==> config.mk <==
export PLATFORM = sky130hd
export DESIGN_NAME = cdc_rx_gearbox
export DESIGN_NICKNAME = d
export VERILOG_FILES = /design/src/rtl/cdc_rx_gearbox.sv
export SDC_FILE = /design/constraint.sdc
export NUM_CORES = 1
export LEC_CHECK = 0
export CORE_UTILIZATION = 48
export CTS_CLUSTER_SIZE = 16
export DETAILED_ROUTE_END_ITERATION = 8
export PLACE_DENSITY = 0.75
export SYNTH_ARGS = -nofsm -noshare
export SYNTH_HDL_FRONTEND = slang
export SYNTH_SLANG_ARGS = --single-unit
==> constraint.sdc <==
create_clock -name clk_DB -period 8.6 [get_ports clk_DB]
set_input_delay 1.72 -clock clk_DB [delete_from_list [all_inputs] [get_ports clk_DB]]
set_output_delay 1.72 -clock clk_DB [all_outputs]
set_load 0.005 [all_outputs]
==> src/rtl/cdc_rx_gearbox.sv <==
// cdc_rx_gearbox: B-domain consumer on the CDC FIFO receive side.
// Drains the FIFO peek interface one word per cycle and packs Ratio narrow
// words into one wide word (lane 0 = first word, in the LSBs). Partial words
// leave through an explicit flush or an idle-timeout auto-flush, and
// OutCount_DB says how many lanes are valid.
//
// Handshakes:
//   input : a word moves when InValid_DB & InDeq_DB; InDeq_DB is combinational
//           and never asserted without InValid_DB or while rst is high.
//   output: a wide word moves when OutValid_DB & OutReady_DB; while
//           OutValid_DB=1 and OutReady_DB=0, OutData_DB/OutCount_DB hold.
//
// Ratio must be at least 2.
module cdc_rx_gearbox #(
  parameter int DataWidth     = 32,
  parameter int Ratio         = 4,
  parameter int TimeoutCycles = 0
) (
  input  logic                           clk_DB,
  input  logic                           rst,
  input  logic                           InValid_DB,
  input  logic [DataWidth-1:0]           InData_DB,
  output logic                           InDeq_DB,
  input  logic                           Flush_DB,
  output logic                           OutValid_DB,
  input  logic                           OutReady_DB,
  output logic [DataWidth*Ratio-1:0]     OutData_DB,
  output logic [$clog2(Ratio+1)-1:0]     OutCount_DB
);

  localparam int FW = $clog2(Ratio + 1);
  localparam int WW = DataWidth * Ratio;
  localparam int IW = (TimeoutCycles > 0) ? $clog2(TimeoutCycles + 1) : 1;

  localparam logic [FW-1:0] FILL_FULL = FW'(Ratio);
  localparam logic [IW-1:0] IDLE_MAX  = IW'(TimeoutCycles);

  // Assembly state
  logic [FW-1:0] fill;
  logic [WW-1:0] asm_q;
  logic          flush_pend;
  logic [IW-1:0] idle_cnt;

  // Per-cycle decisions
  logic          accept;
  logic [FW-1:0] eff_fill;
  logic [WW-1:0] asm_next;
  logic          out_free;
  logic          timeout_hit;
  logic          flush_trig;
  logic          word_full;
  logic          emit_want;
  logic          load;

  // Accept while there is room and no flush is waiting for the output slot;
  // a pending flush freezes the assembly so the flushed word stays exact.
  assign accept   = InValid_DB & ~rst & (fill < FILL_FULL) & ~flush_pend;
  assign InDeq_DB = accept;

  assign eff_fill    = fill + {{(FW-1){1'b0}}, accept};
  assign out_free    = ~OutValid_DB | OutReady_DB;
  assign timeout_hit = (TimeoutCycles != 0) && (idle_cnt == IDLE_MAX);
  assign flush_trig  = Flush_DB | timeout_hit | flush_pend;
  assign word_full   = (eff_fill == FILL_FULL);
  assign emit_want   = word_full | (flush_trig & (eff_fill != '0));
  assign load        = emit_want & out_free;

  // Write the accepted word into the lane selected by the current fill level
  always_comb begin
    asm_next = asm_q;
    for (int i = 0; i < Ratio; i++) begin
      if (accept && (fill == FW'(i))) begin
        asm_next[i*DataWidth +: DataWidth] = InData_DB;
      end
    end
  end

  // Assembly register, fill level and pending-flush flag
  always_ff @(posedge clk_DB or posedge rst) begin
    if (rst) begin
      fill       <= '0;
      asm_q      <= '0;
      flush_pend <= 1'b0;
    end else if (load) begin
      // Word leaves this edge; clearing the assembly keeps unused lanes zero.
      fill       <= '0;
      asm_q      <= '0;
      flush_pend <= 1'b0;
    end else begin
      fill       <= eff_fill;
      asm_q      <= asm_next;
      // An empty assembly never keeps a flush pending.
      flush_pend <= flush_trig & (eff_fill != '0);
    end
  end

  // Idle counter: cycles holding a partial word without accepting, saturating
  always_ff @(posedge clk_DB or posedge rst) begin
    if (rst) begin
      idle_cnt <= '0;
    end else if (load || accept) begin
      idle_cnt <= '0;
    end else if ((TimeoutCycles != 0) && (fill != '0) && (idle_cnt != IDLE_MAX)) begin
      idle_cnt <= idle_cnt + IW'(1);
    end
  end

  // Registered output word: load when free, drop valid after a handshake
  always_ff @(posedge clk_DB or posedge rst) begin
    if (rst) begin
      OutValid_DB <= 1'b0;
      OutData_DB  <= '0;
      OutCount_DB <= '0;
    end else if (load) begin
      OutValid_DB <= 1'b1;
      OutData_DB  <= asm_next;
      OutCount_DB <= eff_fill;
    end else if (OutReady_DB) begin
      OutValid_DB <= 1'b0;
    end
  end

endmodule

* Yosys cells after proc, flatten, opt, wreduce, memory -nomap -nowiden *
Index checks and enable logic that the tools add are counted.

operators by class
  add/subtract/negate cells = 1
  magnitude comparators = 1
  equality and inequality tests = 4
  multiplexer cells = 9
  bitwise gates (word level) = 11
  reductions and logical operators = 7

operators with widths
  cell                number
  $mux 128            1
  $mux 32             4
  $eq 3x2->1 const B  2
  $and 1x1->1         5
  $logic_and 1x1->1   4
  $add 3x1->3         1
  $eq 3x1->1 const B  1
  $eq 3x3->1 const B  1
  $logic_not 3->1     1
  $lt 3x3->1 const B  1
  $mux 1              3
  $mux 3              1
  $not 1->1           3
  $or 1x1->1          3
  $reduce_bool 3->1   1
  $reduce_bool 2->1   1

storage, ports and cells
  register bits after elaboration = 264
  bits of input ports = 37
  output and inout bits = 133
  word-level logic and storage cells = 39

* Longest topological paths before layout *
  depth in word-level cells = 10
  mapped depth = 10
  depth with buffers taken out = 7

* Worst setup path before layout *
Ideal clock, no wire load.

  kind = input -> register
  from = in rst
  to = reg OutData_DB[117]
  setup time = 0.125 ns
  arrival = 3.733 ns
  required time = 8.475 ns
  slack = 4.742 ns
  stages on the path = 9
  path buffers = 2
  path through = nor4b_4 -> ha_1 -> ha_1 -> nor2_1 -> mux2_2 -> nor2b_1 -> buf_4 -> buf_4 -> mux2_2

between the ends
  word-level cells in the longest chain between the ends = 9
  elaborated cells on any way between the ends = 12
  classes of those cells = 1 x add/sub; 1 x eq/ne; 1 x mux; 7 x bitwise; 2 x reduce/logical

RTL lines
  element                      line  text
  from (decl)                  20    input logic rst,
  $not 1->1 *                  57    assign accept = InValid_DB & ~rst & (fill < FILL_FULL) & ~flush_pend;
  $and 1x1->1 * (3 in series)  57
  $add 3x1->3 *                60    assign eff_fill = fill + {{(FW-1){1'b0}}, accept};
  via eff_fill[1]              46    logic [FW-1:0] eff_fill;
  $reduce_bool 3->1            65    assign emit_want = word_full | (flush_trig & (eff_fill != '0));
  $and 1x1->1                  65
  $or 1x1->1 *                 65
  $and 1x1->1 *                66    assign load = emit_want & out_free;
  to (signal assigned)         116   OutData_DB <= asm_next;
  to (decl)                    27    output logic [DataWidth*Ratio-1:0] OutData_DB,

Mark *: on every way through the listed nets, which the timed path passes. The rest lies on a longest branch.
A chain may end at the register's enable or synchronous reset.

* Final worst setup path *
  from = in rst
  to = reg OutData_DB[110]

The elaborated chain is that of the path after synthesis.

==> flow_summary.toml <==
[run_status]
status = "finished clean"

[synth]
ys_seq_area_share_pct = 61.6
ys_top_cells_by_area = "dfrtp_1, mux2i_1, nor2_1, inv_1, mux2_1"
synthSimpleGateAreaFrac_pct = 5.90
synth_top_family_by_area = "multiplexers"
synth_top_area_share_pct = 61.6
synth_mux_area_share_pct = 24.9
synth_cells = 820
synth_xor_area_share_pct = 0.0817
yosysWarnings = 0
synth_area_um2 = 10700
synth_cell_types = 22
synth_compound_area_share_pct = 0.0700
yosysTopAreaCell = "dfrtp_1"
synth_adder_area_share_pct = 0.233
avgSynthCellArea_um2 = 13.1
syn_nets = 859
synth-seq-cells = 264

[routing]
vias = 6307
routed_wl_um = 21700
drtIter0Drc = 330
ant_nets = 0
drc = 0
wl_per_cell_um = 16.9
via_per_inst = 4.91
dr.pass1.iters = 4

[run]
cap_violations = 0

[clock_tree]
ctsResizeCount = 0
clockBufferDepth = 3
numCtsBuffers = 27
post_cts_buffers = 0
root_buffer = "clkbuf_16"
tritoncts = "built"
numClockSinks = 264
clock_latency_ns = 0.52
cts_hold_buf = 0
clk_pin_slew_ns = 0.06
htree_num_levels = 1

[sta]
fin_setup_tns_ns = 0
slew_headroom_pct = 25.5
final.setup_skew_ns = 0.0119
worst_slew_pin_slew_ns = 1.12
rsz0062_at_grt = "no"
setup_viol = 0
hold_viol_final = 0
holdWs_ns = 0.498
clock.fmax_mhz = 198
finalCriticalPeriod_ns = 5.04
fin_crit_sh_pct = 58.6
finalMaxSlewViolations = 0

[floorplan]
fp.dieArea_um2 = 22900
num_io_pins = 170
core_area_um2 = 21900
rows = 54
initial_core_util_pct = 49.0
die_y_um = 151
die_w_um = 151

[placement]
portBuffers = 169
hpwl_um = 13500
gp_congestion = 0.737

[final_layout]
n_antenna_cell = 0
final_cell_mix = "dfrtp_1, mux2i_1, clkdlybuf4s50_1, nor2_1, inv_1"
nets = 1024
drive_gt1_share_pct = 8.66
final_common_cell = "dfrtp_1"
syn_to_final_growth_pct = 25.4

[power]
clkPwrFrac_pct = 27.1
power_density_nw_per_um2 = 334
leakagePower_uw = 0.00694
seqPwrFrac_pct = 40.1
ir_drop_mv = 0.189
finalPower_uw = 4500
combPwrFrac_pct = 32.8
p_int_uw = 3140
power.switching_uw = 1360
swShare_pct = 30.2

[setup_path]
path_cells = "clkdlybuf4s50_1 > nor4b_4 > ha_1 > ha_1 > nor2_1 > mux2_2 > nor2b_4 > buf_4 > mux2_2"
critPathKind = "input port to register"
startpoint_type = "input port"
critPathMaxFanout = 40
cp_slowest_stage_delay_ns = 0.76
reg2reg_slack_ns = 4.82
end_kind = "register"
critPathRequiredTime_ns = 8.99
crit_slowest_cell = "nor2b_4"
cp.arrival_ns = 5.43

[global_route]
grt_max_degree = 86
grt_usage_pct = 19.4
grt_first_pass_wirelength_um = 34600
antenna_found_initial = 0
grt-ovfl-total = 0
grt_pass1_vias = 6551

[worst_hold_path]
hold_class = "register to register"
per-layer routing:
metal	GRT usage, %	routed length (µm)
met1	28.3	10400
met3	3.89	1180
met5	0	0
met2	30.2	9870
met4	4.01	302
path summary, 6_finish.rpt:
kind / cells past startpoint / start / end
setup / recovery: 9 / rst / OutData_DB[110]$_DFFE_PP0P_
hold / removal: 1 / OutCount_DB[0]$_DFFE_PP0P_ / OutCount_DB[0]$_DFFE_PP0P_
setup reg to reg: 8 / fill[2]$_DFF_PP0_ / OutData_DB[110]$_DFFE_PP0P_
hold reg to reg: 1 / OutCount_DB[0]$_DFFE_PP0P_ / OutCount_DB[0]$_DFFE_PP0P_
max in group asynchronous: 4 / rst / asm_q[119]$_DFF_PP0_
min in group asynchronous: 3 / rst / OutData_DB[11]$_DFFE_PP0P_
sequential cells by signal, indices dropped and copies added (netlist names):
signal       count
OutCount_DB      3
OutValid_DB      1
flush_pend       1
asm_q          128
fill             3
OutData_DB     128
power by group through the flow:
stage | sequential, µW | combinational, µW | clock (µW)
3_5_place_dp | 1830 | 1490 | 0
5_1_grt | 1850 | 1630 | 1290
2_1_floorplan | 1800 | 966 | 0
3_3_place_gp | 1820 | 1450 | 0
4_1_cts | 1810 | 1500 | 1250
6_report | 1810 | 1470 | 1220
critical path: cells and delay by family:
kind	cells	cell delay, ns
adders and majority gates	2	0.46
buffers and inverters	2	1.08
muxes	2	0.78
and+or+nand+nor	3	1.35
synthesized netlist by cell type, drive strengths merged:
master  instances
xnor2           1
nand2b          1
nor4b           1
a211oi          1
mux2i         209
nor2          108
clkbuf          2
mux2           51
and3            1
dfrtp         264
nand2           2
nand3b          2
ha              2
buf            42
nor2b          27
inv           106
cells by family after synthesis:
family | after synthesis
muxes | 260
AOI/OAI and AO/OA | 1
xor gates and xnor gates | 1
DFF | 264
and+or+nand+nor | 142
buffers and inverters | 150
adders and majority gates | 2
stage by stage:
| stage | area, µm² | setup WS, ns | std cells | utilization, % |
|---|---|---|---|---|
| global placement | 12500 | 3.09 | 1236 | 57.1 |
| global route | 13400 | 3.32 | 1285 | 61.4 |
| CTS | 13400 | 3.55 | 1285 | 61.4 |
| floorplan | 10700 | 3.40 | 820 | - |
| detailed placement | 12500 | 3.06 | 1236 | 57.1 |
| finish | 13400 | 3.56 | 1285 | 61.4 |
area by class of cell:
class / instances / area, µm²
Fill cell: 1760 / 8440
Sequential cell: 264 / 6610
Multi-Input combinational cell: 406 / 3350
Timing Repair Buffer: 180 / 1800
Clock buffer: 36 / 769
Inverter: 106 / 402
Tap cell: 280 / 350
Clock inverter: 13 / 168
Note: power is estimated with default switching activity, not from simulation.
